## src/rtl/seq_det_ctrl_if.sv

```systemverilog
// Handshake bundle for seq_det_ctrl: the word stream into the controller
// and the per-frame result stream out of it. The master side is the
// producer of words / consumer of results; the slave side is the controller.
interface seq_det_ctrl_if #(
    parameter int WORD_W = 8,
    parameter int CNT_W  = 8
);
    logic              in_valid;
    logic              in_ready;
    logic [WORD_W-1:0] in_data;
    logic              in_last;

    logic              res_valid;
    logic              res_ready;
    logic [CNT_W-1:0]  res_mealy;
    logic [CNT_W-1:0]  res_moore;
    logic              res_err;

    modport master (
        output in_valid, in_data, in_last, res_ready,
        input  in_ready, res_valid, res_mealy, res_moore, res_err
    );

    modport slave (
        input  in_valid, in_data, in_last, res_ready,
        output in_ready, res_valid, res_mealy, res_moore, res_err
    );
endinterface

```

## src/rtl/seq_det_ctrl.sv

```systemverilog
// seq_det_ctrl: frame controller for a Mealy/Moore sequence-detector pair.
// Accepts words, clears the detectors at frame start, serializes each word
// MSB-first onto det_din, counts hits with each detector's latency aligned
// and hands back one result per frame.
// Optional feature: define SEQ_DET_CTRL_SAT_EN to make the hit counters
// saturate at all-ones; otherwise they wrap.
module seq_det_ctrl #(
    parameter int WORD_W = 8,
    parameter int CNT_W  = 8
) (
    input  logic                 clk,
    input  logic                 rst,
    seq_det_ctrl_if.slave        bus,
    output logic                 det_rst,
    output logic                 det_din,
    input  logic                 det_mealy,
    input  logic                 det_moore
);

    localparam int IDX_W = (WORD_W > 1) ? $clog2(WORD_W) : 1;
    localparam logic [IDX_W-1:0] LAST_IDX = IDX_W'(WORD_W - 1);

    typedef enum logic [2:0] {
        IDLE,
        CLR,
        SHIFT,
        DRAIN,
        REPORT
    } state_t;

    state_t            state;
    logic [WORD_W-1:0] shreg;
    logic [IDX_W-1:0]  bit_idx;
    logic              last_q;
    logic              first_q;
    logic [CNT_W-1:0]  mealy_cnt;
    logic [CNT_W-1:0]  moore_cnt;
    logic              err_q;
    logic              res_valid_q;
    logic              final_bit;

    // One-step counter update; saturating or wrapping depending on build.
    function automatic logic [CNT_W-1:0] bump(input logic [CNT_W-1:0] c);
`ifdef SEQ_DET_CTRL_SAT_EN
        return (&c) ? c : c + CNT_W'(1);
`else
        return c + CNT_W'(1);
`endif
    endfunction

    assign final_bit = (bit_idx == LAST_IDX);

    // Ready is combinational so it drops during reset yet is high in IDLE
    // on the very first cycle after reset releases.
    assign bus.in_ready = !rst && ((state == IDLE) ||
                                   ((state == SHIFT) && final_bit && !last_q));

    // Detectors are cleared whenever the controller is, and in CLR.
    assign det_rst = rst || (state == CLR);

    // Only SHIFT drives real data; CLR, DRAIN and idle states feed zeros.
    assign det_din = (state == SHIFT) && shreg[WORD_W-1];

    assign bus.res_valid = res_valid_q;
    assign bus.res_mealy = mealy_cnt;
    assign bus.res_moore = moore_cnt;
    assign bus.res_err   = err_q;

    // Frame FSM: load, clear, shift with hit counting, drain the Moore
    // pipeline stage, then hold the result until it is taken.
    always_ff @(posedge clk) begin
        if (rst) begin
            state       <= IDLE;
            shreg       <= '0;
            bit_idx     <= '0;
            last_q      <= 1'b0;
            first_q     <= 1'b0;
            mealy_cnt   <= '0;
            moore_cnt   <= '0;
            err_q       <= 1'b0;
            res_valid_q <= 1'b0;
        end else begin
            case (state)
                IDLE: begin
                    if (bus.in_valid) begin
                        shreg     <= bus.in_data;
                        last_q    <= bus.in_last;
                        mealy_cnt <= '0;
                        moore_cnt <= '0;
                        err_q     <= 1'b0;
                        state     <= CLR;
                    end
                end
                CLR: begin
                    bit_idx <= '0;
                    first_q <= 1'b1;
                    state   <= SHIFT;
                end
                SHIFT: begin
                    first_q <= 1'b0;
                    if (det_mealy) begin
                        mealy_cnt <= bump(mealy_cnt);
                    end
                    // The Moore output lags one bit, so the first cycle of a
                    // frame still shows the response to pre-frame input.
                    if (det_moore && !first_q) begin
                        moore_cnt <= bump(moore_cnt);
                    end
                    if (final_bit) begin
                        bit_idx <= '0;
                        if (last_q) begin
                            state <= DRAIN;
                        end else if (bus.in_valid) begin
                            shreg  <= bus.in_data;
                            last_q <= bus.in_last;
                        end else begin
                            err_q <= 1'b1;
                            state <= DRAIN;
                        end
                    end else begin
                        bit_idx <= bit_idx + IDX_W'(1);
                        shreg   <= {shreg[WORD_W-2:0], 1'b0};
                    end
                end
                DRAIN: begin
                    if (det_moore) begin
                        moore_cnt <= bump(moore_cnt);
                    end
                    res_valid_q <= 1'b1;
                    state       <= REPORT;
                end
                REPORT: begin
                    if (bus.res_ready) begin
                        res_valid_q <= 1'b0;
                        state       <= IDLE;
                    end
                end
                default: begin
                    state <= IDLE;
                end
            endcase
        end
    end

endmodule
```

## src/flat_wrapper.sv

```systemverilog
// flat-port wrapper written by rule: the top's interface ports become plain ports
module seq_det_ctrl_flat 
#(
    parameter int WORD_W = 8,
    parameter int CNT_W  = 8
)
  (clk, rst, det_rst, det_din, det_mealy, det_moore, bus_in_valid, bus_in_data, bus_in_last, bus_res_ready, bus_in_ready, bus_res_valid, bus_res_mealy, bus_res_moore, bus_res_err);
  seq_det_ctrl_if #(.WORD_W(WORD_W), .CNT_W(CNT_W)) bus_i ();
  input  logic clk;
  input  logic rst;
  output logic det_rst;
  output logic det_din;
  input  logic det_mealy;
  input  logic det_moore;
  input wire logic [$bits(bus_i.in_valid)-1:0] bus_in_valid;
  input wire logic [$bits(bus_i.in_data)-1:0] bus_in_data;
  input wire logic [$bits(bus_i.in_last)-1:0] bus_in_last;
  input wire logic [$bits(bus_i.res_ready)-1:0] bus_res_ready;
  output wire logic [$bits(bus_i.in_ready)-1:0] bus_in_ready;
  output wire logic [$bits(bus_i.res_valid)-1:0] bus_res_valid;
  output wire logic [$bits(bus_i.res_mealy)-1:0] bus_res_mealy;
  output wire logic [$bits(bus_i.res_moore)-1:0] bus_res_moore;
  output wire logic [$bits(bus_i.res_err)-1:0] bus_res_err;
  assign bus_i.in_valid = bus_in_valid;
  assign bus_i.in_data = bus_in_data;
  assign bus_i.in_last = bus_in_last;
  assign bus_i.res_ready = bus_res_ready;
  assign bus_in_ready = bus_i.in_ready;
  assign bus_res_valid = bus_i.res_valid;
  assign bus_res_mealy = bus_i.res_mealy;
  assign bus_res_moore = bus_i.res_moore;
  assign bus_res_err = bus_i.res_err;
  seq_det_ctrl #(.WORD_W(WORD_W), .CNT_W(CNT_W)) u_core (.clk(clk), .rst(rst), .bus(bus_i), .det_rst(det_rst), .det_din(det_din), .det_mealy(det_mealy), .det_moore(det_moore));
endmodule
```

## config.mk

```make
export PLATFORM = sky130hd
export DESIGN_NAME = seq_det_ctrl_flat
export DESIGN_NICKNAME = d
export VERILOG_FILES = /design/src/rtl/seq_det_ctrl_if.sv /design/src/rtl/seq_det_ctrl.sv /design/src/flat_wrapper.sv
export SDC_FILE = /design/constraint.sdc
export NUM_CORES = 1
export LEC_CHECK = 0
export ABC_AREA = 0
export BUFFER_PORTS_ARGS = -buffer_cell sky130_fd_sc_hd__buf_2
export CELL_PAD_IN_SITES_DETAIL_PLACEMENT = 0
export CELL_PAD_IN_SITES_GLOBAL_PLACEMENT = 1
export CORE_UTILIZATION = 44
export DETAILED_ROUTE_END_ITERATION = 7
export PLACE_DENSITY_LB_ADDON = 0.15
export SLEW_MARGIN = 5
export SYNTH_ARGS = -nofsm -noshare
export SYNTH_HDL_FRONTEND = slang
export SYNTH_SLANG_ARGS = --single-unit
```

## constraint.sdc

```tcl
create_clock -name clk -period 2.5 [get_ports clk]
set_input_delay 0.5 -clock clk [delete_from_list [all_inputs] [get_ports clk]]
set_output_delay 0.5 -clock clk [all_outputs]
set_load 0.03 [all_outputs]
```

Word-level counts from Yosys, hierarchy flattened
Index checks and enable logic that the tools add are counted.
{"block": "totals", "regBits": 34, "latchBits": 0, "word_cells": 80, "n_memories": 0, "in_bits": 15, "mem_bits_rw": 0, "output_inout_bits": 21, "rom_bits": 0}
{"block": "op_classes", "multipliers": 0, "order_cmp": 0, "addsub": 3, "div": 0, "eq_ne": 15, "n_bitwise": 0, "mux": 31, "n_reduce_logical": 22, "n_shift": 0}
{"op": "8-bit two-way mux", "n": 7}
{"op": "8-bit case mux with 2 select lines", "n": 2}
{"op": "8-bit case mux with 3 select lines", "n": 1}
{"op": "3-bit two-way mux", "n": 6}
{"op": "8-bit by 1-bit adder with 8-bit output (second input constant)", "n": 2}
{"op": "3-bit case mux with 5 select lines", "n": 1}
{"op": "2-bit != test (second input constant)", "n": 7}
{"op": "1-bit two-way mux", "n": 9}
{"op": "1-bit case mux with 2 select lines", "n": 4}
{"op": "4-bit AND reduction", "n": 2}
{"op": "3-bit by 2-bit == test with 1-bit output (second input constant)", "n": 2}
{"op": "3-bit == test (second input constant)", "n": 2}
{"op": "3-bit case mux with 2 select lines", "n": 1}
{"op": "3-bit AND reduction", "n": 2}
{"op": "2-bit nonzero test", "n": 3}
{"op": "1-bit logical AND", "n": 5}
{"op": "5-bit AND reduction", "n": 1}
{"op": "2-bit AND reduction", "n": 2}
{"op": "3-bit by 1-bit adder with 3-bit output (second input constant)", "n": 1}
{"op": "3-bit by 1-bit == test with 1-bit output (second input constant)", "n": 1}
{"op": "1-bit zero test", "n": 3}
{"op": "3-bit zero test", "n": 1}
{"op": "3-bit by 2-bit != test with 1-bit output (second input constant)", "n": 1}
{"op": "3-bit != test (second input constant)", "n": 1}
{"op": "3 further kinds", "n": 4}

Longest topological paths before layout
{"block": "depth", "ltp_word": 5, "ltp_mapped": 6, "depth_no_buf": 6}

Least setup slack after synthesis
OpenSTA, ideal clock, no wires.
{"block": "synth_path", "path_kind": "register to output", "start": "register u_core.bit_idx[0]", "end": "output bus_in_ready", "n_path_buf": 0, "setup_slack_ns": 0.311, "path_stages_with_launch": 5, "arrival_time_ns": 1.689, "t_required_ns": 2.000, "cell_sequence": "dfxtp_1 ha_1 ha_1 nand2b_1 a211oi_1"}
{"block": "synth_between", "elab_chain_cells": 5}
{"element": "start, declared", "line": "seq_det_ctrl.sv:33", "text": "logic [IDX_W-1:0] bit_idx;"}
{"element": "start signal, assigned", "line": "seq_det_ctrl.sv:121", "text": "bit_idx <= bit_idx + IDX_W'(1);"}
{"element": "3-bit == test", "line": "seq_det_ctrl.sv:51", "text": "assign final_bit = (bit_idx == LAST_IDX);"}
{"element": "1-bit logical AND (2 in a row)", "line": "seq_det_ctrl.sv:56", "text": "((state == SHIFT) && final_bit && !last_q));"}
{"element": "1-bit logical OR", "line": "seq_det_ctrl.sv:55", "text": "assign bus.in_ready = !rst && ((state == IDLE) ||"}
{"element": "1-bit logical AND", "line": "seq_det_ctrl.sv:55"}
{"element": "end, declared", "line": "flat_wrapper.sv:19", "text": "output wire logic [$bits(bus_i.in_ready)-1:0] bus_in_ready;"}
Every way passes these cells.

Worst setup path after layout
Ends and elaborated chain as after synthesis.

==> results.cfg <==
[run_status]
status = completed

[yosys]
synthDistinctLibCells = 53
postSynthCellCount = 213
yosys.area.top_type = dfxtp_1
synth_area_mm2 = 0.00187
async_reset_ff_share_pct = 0
syn-mean-instance-area_um2 = 8.80
synth_edf_count = 0
synth.area.top_cells = dfxtp_1 36%, a21oi_1 4.8%, nor2_1 4.8%
synth_seq_area_share_pct = 36.3
synth_nets = 233
yosys_warnings = 0
ys_ff_latch = 34
synth_ff_type = dfxtp_1
synth_top_area_share_pct = 36.3

[drt]
drc = 0
num_vias = 1668
drt_iter0_markers = 134
drt_first_pass_iters = 4
wl_per_cell_um = 13.7
wl_um = 4100
detail-route-antenna-nets = 0
post_drt_via_cell_ratio = 5.58

[clock_network]
cts_tree = yes
cts-hold-fix-buffers = 0
clk_pin_slew_ns = 0.07
cts_resized = 0
htreeDepth = 2
post_cts_buffers = 0
clk_latency_ns = 0.28
cts_buffers = 5
cts.sink_count = 34
clockBufferDepth = 2
root_buffer = clkbuf_8

[worst_setup_path]
r2r_cells = 6
path_class = reg2out
critPathLaunchType = register
critPathRequiredTime_ns = 2.00
worstPathArrival_ns = 1.74
cp-end-kind = primary output
worst-path-max-fanout = 4

[global_route]
use_met1_pct = 27.2
busiest_layer = met2
grt_pass1_vias = 1448
grt_pass1_wl_um = 6860
grtUsageMet3_pct = 4.22
grt_max_degree = 19
grt_use_met2_pct = 30.9
gr-usage-all-layers_pct = 19.7
grt-ovfl-total = 0
antenna_found_initial = 0

[placement]
io_buffers = 35
dp_hpwl_um = 2880
globalplace.congestion = 0.752

[cells_and_area]
area_growth_pct = 16.0
layout_commonest_cell = buf_2
layout_common_cells = 35 x buf_2, 34 x dfxtp_1, 24 x nor2_1
drive_gt1_share_pct = 25.7
num_antenna_cells = 0
finalNetCount = 268

[timing]
finalCriticalPeriod_ns = 2.24
finalMaxSlewViolations = 0
holdWs_ns = 0.467
max_freq_ghz = 0.447
finClkSkew_ns = 0.00411
fin_crit_sh_pct = 89.5
hold_violations = 0
slew_headroom_pct = 63.0
rsz0062_at_grt = no
worst-slew-pin-transition_ns = 0.553
finalSetupTns_ns = 0
setup_violations = 0

[die]
ios = 36
die_width_um = 67.3
die_h_um = 67.3
core.rowCount = 23
initial_core_util_pct = 46.2
design.core.area_mm2 = 0.00406
fp.dieArea_mm2 = 0.00452

[power]
powerDensity_mw_per_mm2 = 654
ir_worst_vdd_mv = 0.467
cellLeakagePower_uw = 0.000887

[job]
cap_violations = 0

[worst_hold_path]
hp-class = reg2reg
hold_depth = 2
-- synth_stat cells, types with 3 or more instances --
cell / count
xnor2_1: 3
o21ai_0: 10
a211oi_2: 5
nor3_1: 6
o21bai_1: 6
buf_2: 3
nand3b_1: 4
buf_4: 3
nand3_1: 5
nand2b_1: 8
nor2_1: 24
and3_1: 5
dfxtp_1: 34
a21oi_1: 18
ha_1: 5
nor3b_1: 6
nor2b_1: 4
a211oi_1: 7
buf_1: 3
nand2_1: 12
-- critical path, cell delays in order, from the launching register on --
cell and delay [ns]:
dfxtp_1 0.36, ha_1 0.18, ha_1 0.30, nand2b_1 0.11
a211oi_1 0.27, buf_2 0.24
-- worst paths after layout --
| kind | to | startpoint | slack, ns |
|---|---|---|---|
| worst max register to register | u_core.shreg[7]$_SDFFE_PP0P_ | u_core.bit_idx[0]$_SDFFE_PP0P_ | 0.60 |
| worst min register to register | u_core.first_q$_SDFFE_PP0P_ | u_core.first_q$_SDFFE_PP0P_ | 0.47 |
| worst min-delay path | u_core.first_q$_SDFFE_PP0P_ | u_core.first_q$_SDFFE_PP0P_ | 0.47 |
| worst max-delay path | bus_in_ready | u_core.bit_idx[0]$_SDFFE_PP0P_ | 0.26 |
-- per-stage QoR --
| step | setup WS, ns | cells | area, um^2 | total power [uW] | util, % |
|---|---|---|---|---|---|
| floorplan | 0.311 | 213 | 1870 | 933 | - |
| global placement | 0.537 | 291 | 2080 | 1020 | 51.3 |
| global route | 0.0788 | 299 | 2170 | 1510 | 53.6 |
| CTS | 0.213 | 299 | 2170 | 1440 | 53.6 |
| detailed placement | 0.533 | 291 | 2080 | 1020 | 51.3 |
| finish | 0.263 | 299 | 2170 | 1420 | 53.6 |
-- cells by family after synthesis --
| logic type | Yosys count | synth area share [%] |
|---|---|---|
| AO/OA/AOI/OAI | 64 | 24.8 |
| buffers and inverters | 14 | 4.01 |
| multiplexers | 2 | 1.13 |
| flip-flops | 34 | 36.3 |
| XOR/XNOR | 4 | 1.87 |
| adder cells (fa/ha/maj) | 5 | 3.34 |
| AND/OR/NAND/NOR | 90 | 28.6 |
-- layer usage --
| layer | vias up | share of wire [%] |
|---|---|---|
| met5 | - | 0 |
| met4 | 0 | 0.76 |
| met3 | 4 | 4.3 |
| met2 | 37 | 46 |
| met1 | 777 | 49 |
| li1 | 850 | - |
-- sequential cells by signal, indices dropped and copies added, names as in the netlist --
register              cells
u_core.bus.res_mealy      8
u_core.bus.res_moore      8
u_core.shreg              8
u_core.bit_idx            3
u_core.state              3
u_core.bus.res_err        1
u_core.bus.res_valid      1
u_core.first_q            1
u_core.last_q             1
-- final cells by class --
class | count | area (um^2)
inverter | 2 | 7.51
tap | 50 | 62.6
clock buffer | 7 | 86.3
multi-input combinational | 165 | 1120
timing repair buffer | 40 | 213
fill | 408 | 1880
clock inverter | 1 | 5.00
sequential | 34 | 681
-- where the power goes --
part	switching, uW	internal (uW)	total [uW]	leakage (uW)
sequential	45.5	585	630	0.000277
combinational	222	156	378	0.000562
clock	192	222	414	0.0000482
(Power assumes the default switching activity.)
